==> config.mk <==
export PLATFORM = sky130hd
export DESIGN_NAME = band_mix_sequencer
export DESIGN_NICKNAME = d
export VERILOG_FILES = /design/src/rtl/band_mix_sequencer.sv
export SDC_FILE = /design/constraint.sdc
export NUM_CORES = 1
export LEC_CHECK = 0
export ABC_AREA = 1
export CAP_MARGIN = 20
export CORE_ASPECT_RATIO = 0.5
export CORE_MARGIN = 4
export CORE_UTILIZATION = 25
export DETAILED_ROUTE_END_ITERATION = 6
export SKIP_CTS_REPAIR_TIMING = 1
export SYNTH_ARGS = -nofsm -noshare
export SYNTH_HDL_FRONTEND = slang
export SYNTH_SLANG_ARGS = --single-unit
==> constraint.sdc <==
create_clock -name clock -period 17.4 [get_ports clock]
set_input_delay 5.22 -clock clock [delete_from_list [all_inputs] [get_ports clock]]
set_output_delay 5.22 -clock clock [all_outputs]
set_load 0.01 [all_outputs]
==> src/rtl/band_mix_sequencer.sv <==
// Weighted recombination of per-band samples for both stereo channels using one
// shared multiply-accumulate, sequenced left bands then right bands each frame.
module band_mix_sequencer #(
  parameter int NUM_BANDS = 7,
  parameter int SAMPLE_W  = 18,
  parameter int WEIGHT_W  = 5,
  parameter int SHIFT     = 4
) (
  input  logic                          clock,
  input  logic                          reset,
  input  logic                          ready,
  input  logic [NUM_BANDS*SAMPLE_W-1:0] l_bands,
  input  logic [NUM_BANDS*SAMPLE_W-1:0] r_bands,
  input  logic [NUM_BANDS*WEIGHT_W-1:0] weights,
  output logic [SAMPLE_W-1:0]           l_audio_out,
  output logic [SAMPLE_W-1:0]           r_audio_out,
  output logic                          done,
  output logic                          busy,
  output logic                          overrun
);

  localparam int ACC_W  = SAMPLE_W + WEIGHT_W + 4;
  localparam int PROD_W = SAMPLE_W + WEIGHT_W + 1;
  localparam int SLOT_W = $clog2(2 * NUM_BANDS);

  localparam logic signed [ACC_W-1:0] SAT_MAX =
    {{(ACC_W-SAMPLE_W+1){1'b0}}, {(SAMPLE_W-1){1'b1}}};
  localparam logic signed [ACC_W-1:0] SAT_MIN =
    {{(ACC_W-SAMPLE_W+1){1'b1}}, {(SAMPLE_W-1){1'b0}}};

  typedef enum logic [1:0] {IDLE, MAC, WRITE} state_t;

  state_t                        state, state_next;
  logic [NUM_BANDS*SAMPLE_W-1:0] l_lat, r_lat;
  logic [NUM_BANDS*WEIGHT_W-1:0] w_lat;
  logic [SLOT_W-1:0]             slot;
  logic signed [ACC_W-1:0]       acc, l_hold, acc_sum;
  logic signed [SAMPLE_W-1:0]    cur_sample;
  logic [WEIGHT_W-1:0]           cur_weight;
  logic signed [PROD_W-1:0]      product;
  logic                          last_left, last_right;

  assign last_left  = (slot == SLOT_W'(NUM_BANDS - 1));
  assign last_right = (slot == SLOT_W'(2 * NUM_BANDS - 1));

  // Slot-indexed operand mux: slots below NUM_BANDS read left, the rest read right.
  always_comb begin
    cur_sample = '0;
    cur_weight = '0;
    for (int unsigned i = 0; i < NUM_BANDS; i++) begin
      if (slot == SLOT_W'(i)) begin
        cur_sample = l_lat[i*SAMPLE_W +: SAMPLE_W];
        cur_weight = w_lat[i*WEIGHT_W +: WEIGHT_W];
      end
      if (slot == SLOT_W'(i + NUM_BANDS)) begin
        cur_sample = r_lat[i*SAMPLE_W +: SAMPLE_W];
        cur_weight = w_lat[i*WEIGHT_W +: WEIGHT_W];
      end
    end
    product = PROD_W'(cur_sample) * PROD_W'($signed({1'b0, cur_weight}));
    acc_sum = acc + {{(ACC_W-PROD_W){product[PROD_W-1]}}, product};
  end

  function automatic logic [SAMPLE_W-1:0] shift_sat(input logic signed [ACC_W-1:0] v);
    logic signed [ACC_W-1:0] s;
    s = v >>> SHIFT;
    if (s > SAT_MAX)      shift_sat = SAT_MAX[SAMPLE_W-1:0];
    else if (s < SAT_MIN) shift_sat = SAT_MIN[SAMPLE_W-1:0];
    else                  shift_sat = s[SAMPLE_W-1:0];
  endfunction

  always_ff @(posedge clock) begin
    if (reset) state <= IDLE;
    else       state <= state_next;
  end

  always_comb begin
    state_next = state;
    case (state)
      IDLE:    if (ready) state_next = MAC;
      MAC:     if (last_right) state_next = WRITE;
      WRITE:   state_next = IDLE;
      default: state_next = IDLE;
    endcase
  end

  always_ff @(posedge clock) begin
    if (reset) begin
      l_lat       <= '0;
      r_lat       <= '0;
      w_lat       <= '0;
      slot        <= '0;
      acc         <= '0;
      l_hold      <= '0;
      l_audio_out <= '0;
      r_audio_out <= '0;
      done        <= 1'b0;
      busy        <= 1'b0;
      overrun     <= 1'b0;
    end else begin
      done <= 1'b0;
      if (ready && state != IDLE) overrun <= 1'b1;
      case (state)
        IDLE: begin
          if (ready) begin
            l_lat <= l_bands;
            r_lat <= r_bands;
            w_lat <= weights;
            acc   <= '0;
            slot  <= '0;
            busy  <= 1'b1;
          end
        end
        MAC: begin
          slot <= slot + 1'b1;
          // Left total parks in l_hold so the accumulator restarts for the right channel.
          if (last_left) begin
            l_hold <= acc_sum;
            acc    <= '0;
          end else begin
            acc <= acc_sum;
          end
        end
        WRITE: begin
          l_audio_out <= shift_sat(l_hold);
          r_audio_out <= shift_sat(acc);
          done        <= 1'b1;
          busy        <= 1'b0;
          slot        <= '0;
        end
        default: ;
      endcase
    end
  end

endmodule

==> results of run 1 <==
[placed cells by master (no fill, tap or decap), drive strengths merged, types with 2 or more instances in the layout]
cell,Yosys,routed
o21a,2,2
dfxtp,382,382
nand4,12,12
a31oi,7,7
clkinv,1,14
nand3b,2,2
a21o,11,11
ha,76,76
inv,265,267
clkbuf,127,59
a22oi,2,2
nor3,31,31
o21ai,411,411
o22ai,2,2
xnor2,11,11
fa,56,56
nand3,47,47
or2,24,24
nor4,3,3
xor2,24,24
a21oi,234,234
nor2,758,758
buf,33,17
o21bai,2,2
clkdlybuf4s50,0,327
nand2,545,545
diode,0,9
o211ai,9,9
[registers in the layout, summed over array words and instances, names as in the netlist]
register / cells
l_hold: 23
l_audio_out: 18
slot: 4
w_lat: 35
l_lat: 126
r_audio_out: 18
busy: 1
acc: 27
state: 2
done: 1
overrun: 1
r_lat: 126
[worst max-delay path: cells and delay by family (launching register included)]
| kind | cells | cell delay (ns) |
|---|---|---|
| DFF | 1 | 0.34 |
| AOI/OAI and AO/OA | 7 | 1.42 |
| and+or+nand+nor | 22 | 3.80 |
| buffers and inverters | 3 | 0.23 |
| xor gates and xnor gates | 2 | 0.49 |
| adders and majority gates | 6 | 2.54 |
[cells in the mapped netlist, types with 5 or more instances]
master    count
buf_1         8
nand2_1     528
fa_1         56
or2_2        23
o21ai_1      11
nand4_1      12
nor3_1       30
a21oi_1     233
o21ai_0     400
nand2_4       7
nand2_2      10
xnor2_1      11
a31oi_1       7
buf_4         6
o211ai_1      5
dfxtp_1     382
a21o_1       11
nor2_1      754
inv_1       255
xor2_1       24
inv_2         8
buf_6         8
clkbuf_1    126
nand3_1      45
buf_2        11
ha_1         76
[metal layers]
metal  global-route usage [%]  up-vias
li1                         -    10294
met1                    19.04     9595
met2                    28.17      427
met3                    1.836      126
met4                    7.239        2
met5                        0        -
[area by class of cell]
| type | count | area share [%] |
|---|---|---|
| clock buffer | 59 | 4.510 |
| antenna | 9 | 0.08501 |
| tap | 1102 | 5.204 |
| timing repair buffer | 344 | 12.99 |
| sequential | 382 | 28.86 |
| clock inverter | 17 | 0.6045 |
| inverter | 266 | 3.844 |
| multi-input combinational | 2275 | 43.90 |
[kinds of logic (layout without fill, tap and decap cells)]
logic type | Yosys count | in the layout | synth area share [%]
XOR/XNOR | 35 | 35 | 1.462
flip-flops | 382 | 382 | 36.47
buffers and inverters | 426 | 686 | 8.128
AO/OA/AOI/OAI | 684 | 684 | 16.91
adder cells (fa/ha/maj) | 132 | 132 | 9.882
other | 0 | 9 | 0
AND/OR/NAND/NOR | 1423 | 1423 | 27.10
multiplexers | 1 | 1 | 0.04774
[power breakdown]
part	internal (mW)	switching, mW	total, mW
clock network	0.499	0.382	0.881
logic	0.196	0.326	0.523
registers	0.937	0.0327	0.970
total	1.63	0.742	2.37
[how the worst max path moves through the flow]
stage,startpoint,to,cells after the start
final,slot[1],acc[19],40
after global routing,slot[1],acc[19],40
after CTS,slot[1],acc[19],40
after detailed placement,slot[3],acc[19],38
after global placement,slot[3],acc[19],38
after floorplan,ready,acc[21],6
==> results.md, run 1 <==
* Highest routed metal layer: met5
* Largest area contributor in the netlist: dfxtp_1
* Row cnt at 74
* Pwr dens at 89.59 mW/mm^2
* Post-DP HPWL at 54580 um
* ANT nets after route at 0
* Initial DRC Count at roughly 1500
* Place WS at roughly 8.6 ns
* Top cell type's share of synthesized area at 36.47%
* Clk pin slew, worst setup/hold paths at approximately 0.060 ns
* Synthesized area per cell at 6.801 um^2
* Via count at approximately 20000
* Drt first pass iters at 5
* Via/cell ratio at between 4 and 5
* Die height at 212.8 um
* Worst setup margin at 8.439 ns
* Relative slew slack at a little over a quarter
* Gate count after technology mapping at 3083
* Clk buf depth at 3
* Period utilization at around 51%
* Post-synth top flop: dfxtp_1
* Critical path type: reg2reg
* Outcome: finished clean
* Area delta synth->final at 26.37%
* Layout Nets at around 3700
* Slowest stage delay, CP at around 0.94 ns
* Asr flop ratio synth at 0%
* Worst-Skew Late Latency at 0.58 ns
* Fmax at about 110 MHz
* Worst Setup Start Kind: flip-flop
* Synth Warn # at 0
* WP data required at roughly 18 ns
* Post-Layout Cell Count at approximately 4500
* Area of the core at 0.08240 mm^2
* P_leak at about 12 nW
* Syn nets at ~3500
* TritonCTS clock tree: yes
* Area of the multi-input gates at approximately 0.012 mm^2
* Setup crit end kind: flip-flop
* RD Place Congestion at 0.8975
* Final setup TNS at 0 ns
* Initial core utilization at around a quarter
* Hold path endpoint: r_lat[2]
* Hold-critical path depth at 2
* Die area at about 0.089 mm^2
* Least-Margin Pin Slew at between 1 and 1.5 ns
* CTS Sinks at between 300 and 400
* WHS at roughly 0.45 ns
* Slew Viols, Final at 0
* Die X at between 400 and 500 um
* CP max stage cell: nand2_1
* Wire length on met1 at between 30000 and 40000 um
* Most common cell on crit path: nand2_1
* RSZ-0062 raised after global routing: no
* Internal reg-to-reg setup slack at between 8 and 9 ns
* WL/cell at between 15 and 20 um
* Number of flops mapped to enable cells by yosys at 0
* Worst hold start: r_lat[2]
* Reg area at 0.007647 mm^2
* Layout filler cell count at about 9000
* Met2 wire length at about 36000 um
* Layout cell share with drive strength beyond 1 at 4.457%
* Routed length on met3 at around 3000 um
* CP Max Fanout at 20
* RR Startpoint: slot[1]
* Min Tclk post-route at 8.961 ns
* Placed instance area at roughly 0.025 mm^2
* PortBufs at approximately 330
* R2R cell count at 40
* Final instance area at ~0.026 mm^2
* Worst Clk Skew at around 0.022 ns
* WP data arrival at roughly 9.5 ns
* Synth Register Bits at around 380
* CTS H-tree depth at 2
* Pin count of the biggest net entering global routing at 158
* Antenna violations before repair at 9
* Post-synthesis sequential area ratio at 36.47%
* GR Overflow Total at 0
* Post-layout total power at 2.374 mW
* First-pass GRT wire length at roughly 110000 um
* Hold Vio Cnt, Final at 0
* Synth Cell Area at 0.02097 mm^2
* Worst flop-to-flop path endpoint: acc[19]
* Num ports at between 300 and 400
* DR DRC count at 0
* Clock buffer count from CTS at 42
* Final WL at 72830 um
* Placed cells at 4366
* Gr usage total at 15.73%
* Synth unique cells at 51
* Vias in the first global route at approximately 20000
* Hold/Removal Path Class: reg2reg
* Root Driver: clkbuf_16
* Peak supply drop at 0.06665 mV
* Final setup viols at 0
* Max-cap violation count at 0
* Largest cells by area after synthesis: dfxtp_1 36%, nor2_1 13%, o21ai_0 9.5%, nand2_1 9.5%, a21oi_1 5.6%
* Post-Route Utilization at approximately a third
No activity file was read; power rests on OpenSTA's default activity.
==> inputs of run 2 (changes only) <==
clock period = 8.2 ns   (was 17.4 ns; I/O delays follow)
==> results.md, run 2 (synthesis results as in run 1) <==
* Clk pin slew, worst setup/hold paths at ~0.060 ns
* Sw Share at 31.07%
* WHS at between 0.4 and 0.5 ns
* WP data required at a little under 9 ns
* Least-Margin Pin Slew at 1.002 ns
* Pin count of the biggest net entering global routing at around 170
* Drt first pass iters at 6
* Layout Nets at about 3700
* CTS Sinks at around 380
* Fmax at 130.0 MHz
* Die X at about 420 um
* Area of the core at about 0.082 mm^2
* Vias in the first global route at between 20000 and 25000
* Hold/Removal Path Class: reg2reg
* Initial DRC Count at roughly 1500
* Final WL at slightly below 80000 um
* Biggest regs: l_lat: 126 flops, r_lat: 126 flops, w_lat: 35 flops
* Area delta synth->final at 27.50%
* Peak supply drop at 0.1446 mV
* Setup crit end kind: flip-flop
* Clock Power Share at around 38%
* CP max stage cell: fa_1
* Power share of the combinational group at 21.9%
* DR DRC count at 0
* Clock buffer count from CTS at 40
* Pwr dens at 191.7 mW/mm^2
* Worst Clk Skew at roughly 0.028 ns
* Final setup TNS at 0 ns
* Slowest stage delay, CP at approximately 0.54 ns
* Num ports at 329
* Die area at slightly below 0.09 mm^2
* PortBufs at 328
* Gr usage total at between 15 and 20%
* Layout cell share with drive strength beyond 1 at under 10%
* Hold-critical path depth at 2
* Most common cell on crit path: nand2_1
* Worst-Skew Late Latency at 0.58 ns
* Initial core utilization at about a quarter
* Row cnt at 74
* Max-cap violation count at 0
* Via count at slightly above 20000
* Final setup viols at 0
* Worst Setup Start Kind: flip-flop
* Die height at ~210 um
* ANT nets after route at 0
* WP data arrival at between 8 and 9 ns
* Most common cell after layout, fill and taps aside: nor2_1
* Post-Layout Cell Count at ~4500
* Relative slew slack at 33.22%
* Period utilization at between 90% and 100%
* Antenna violations before repair at 8
* RD Place Congestion at 0.8910
* Cell-internal power at approximately 3.5 mW
* Placed cells at between 4000 and 5000
* Sequential power share at between 40% and 50%
* R2R cell count at between 40 and 50
* TritonCTS clock tree: yes
* Min Tclk post-route at ~7.7 ns
* Root Driver: clkbuf_16
* Hold Vio Cnt, Final at 0
* Post-DP HPWL at roughly 59000 um
* Critical path type: reg2reg
* Outcome: finished clean
* GR Overflow Total at 0
* CTS H-tree depth at 2
* Clk buf depth at 3
* Most frequent cells in the layout: 752 x nor2_1, 526 x nand2_1, 400 x o21ai_0
* WL/cell at 17.46 um
* Sw power at between 1.5 and 2 mW
* P_leak at roughly 12 nW
* Slew Viols, Final at 0
* Via/cell ratio at 4.636
* First-pass GRT wire length at 116900 um
* CP Max Fanout at 22
## run 2: cell count changes in the layout (fill, tap and decap cells not counted), moves of 2 or more
| cell | before | now |
|---|---|---|
| buf_4 | 13 | 27 |
| clkbuf_1 | 9 | 5 |
| buf_6 | 1 | 4 |
| bufinv_16 | 1 | 4 |
| nor3_1 | 30 | 27 |
| nor3_2 | 0 | 3 |
| buf_16 | 2 | 0 |
| dfxtp_1 | 382 | 380 |
| dfxtp_2 | 0 | 2 |
| ha_1 | 76 | 74 |
| nand2_1 | 528 | 526 |
| nand2_2 | 10 | 12 |
## run 2: through the flow
step	area [um^2]	worst slack, ns	total power [mW]	utilization, %
after global routing	26730	-0.06784	5.397	32.44
final	26730	0.5069	5.125	32.44
after floorplan	20970	1.991	2.775	-
after CTS	26590	0.1859	5.158	32.27
after detailed placement	25190	0.2516	3.210	30.56
after global placement	25180	0.1363	3.205	30.55
## run 2: power by group through the flow
| stage | registers [mW] | logic [mW] | clock network, mW |
|---|---|---|---|
| final | 2.06 | 1.12 | 1.94 |
| after global routing | 2.07 | 1.26 | 2.06 |
| after global placement | 2.10 | 1.11 | 0 |
| after CTS | 2.06 | 1.12 | 1.98 |
| after floorplan | 2.08 | 0.698 | 0 |
| after detailed placement | 2.10 | 1.11 | 0 |
## run 2: final cells by class
| class | count | area, um^2 |
|---|---|---|
| fillers | 8898 | 55670 |
| multi-input cells | 2277 | 11720 |
| flip-flops and latches | 382 | 7650 |
| repair buffers | 360 | 3546 |
| well taps | 1102 | 1379 |
| clock buffers | 54 | 1155 |
| inverters | 266 | 1021 |
| clock inverters | 19 | 246.5 |
| diodes | 8 | 20.02 |
## run 2: final timing paths
path / start / end / slack [ns]
worst max register to register: slot[0] / l_hold[21] / 0.51
worst min register to register: r_lat[3] / r_lat[3] / 0.45
worst max-delay path: slot[0] / l_hold[21] / 0.51
worst min-delay path: r_lat[3] / r_lat[3] / 0.45
## run 2: critical path: cells and delay by family, from the launching register on
family / cells / cell delay [ns]
AOI/OAI and AO/OA: 6 / 0.91
xor gates and xnor gates: 1 / 0.18
adders and majority gates: 6 / 2.52
buffers and inverters: 7 / 0.66
DFF: 1 / 0.42
and+or+nand+nor: 26 / 2.84
## run 2: metal layers
layer	part of all wire, %	wire length [um]	global-route usage (%)
met5	0	0	0
met1	42	32770	20.73
met4	4.6	3594	7.529
met2	49	38410	29.61
met3	4.2	3245	2.046
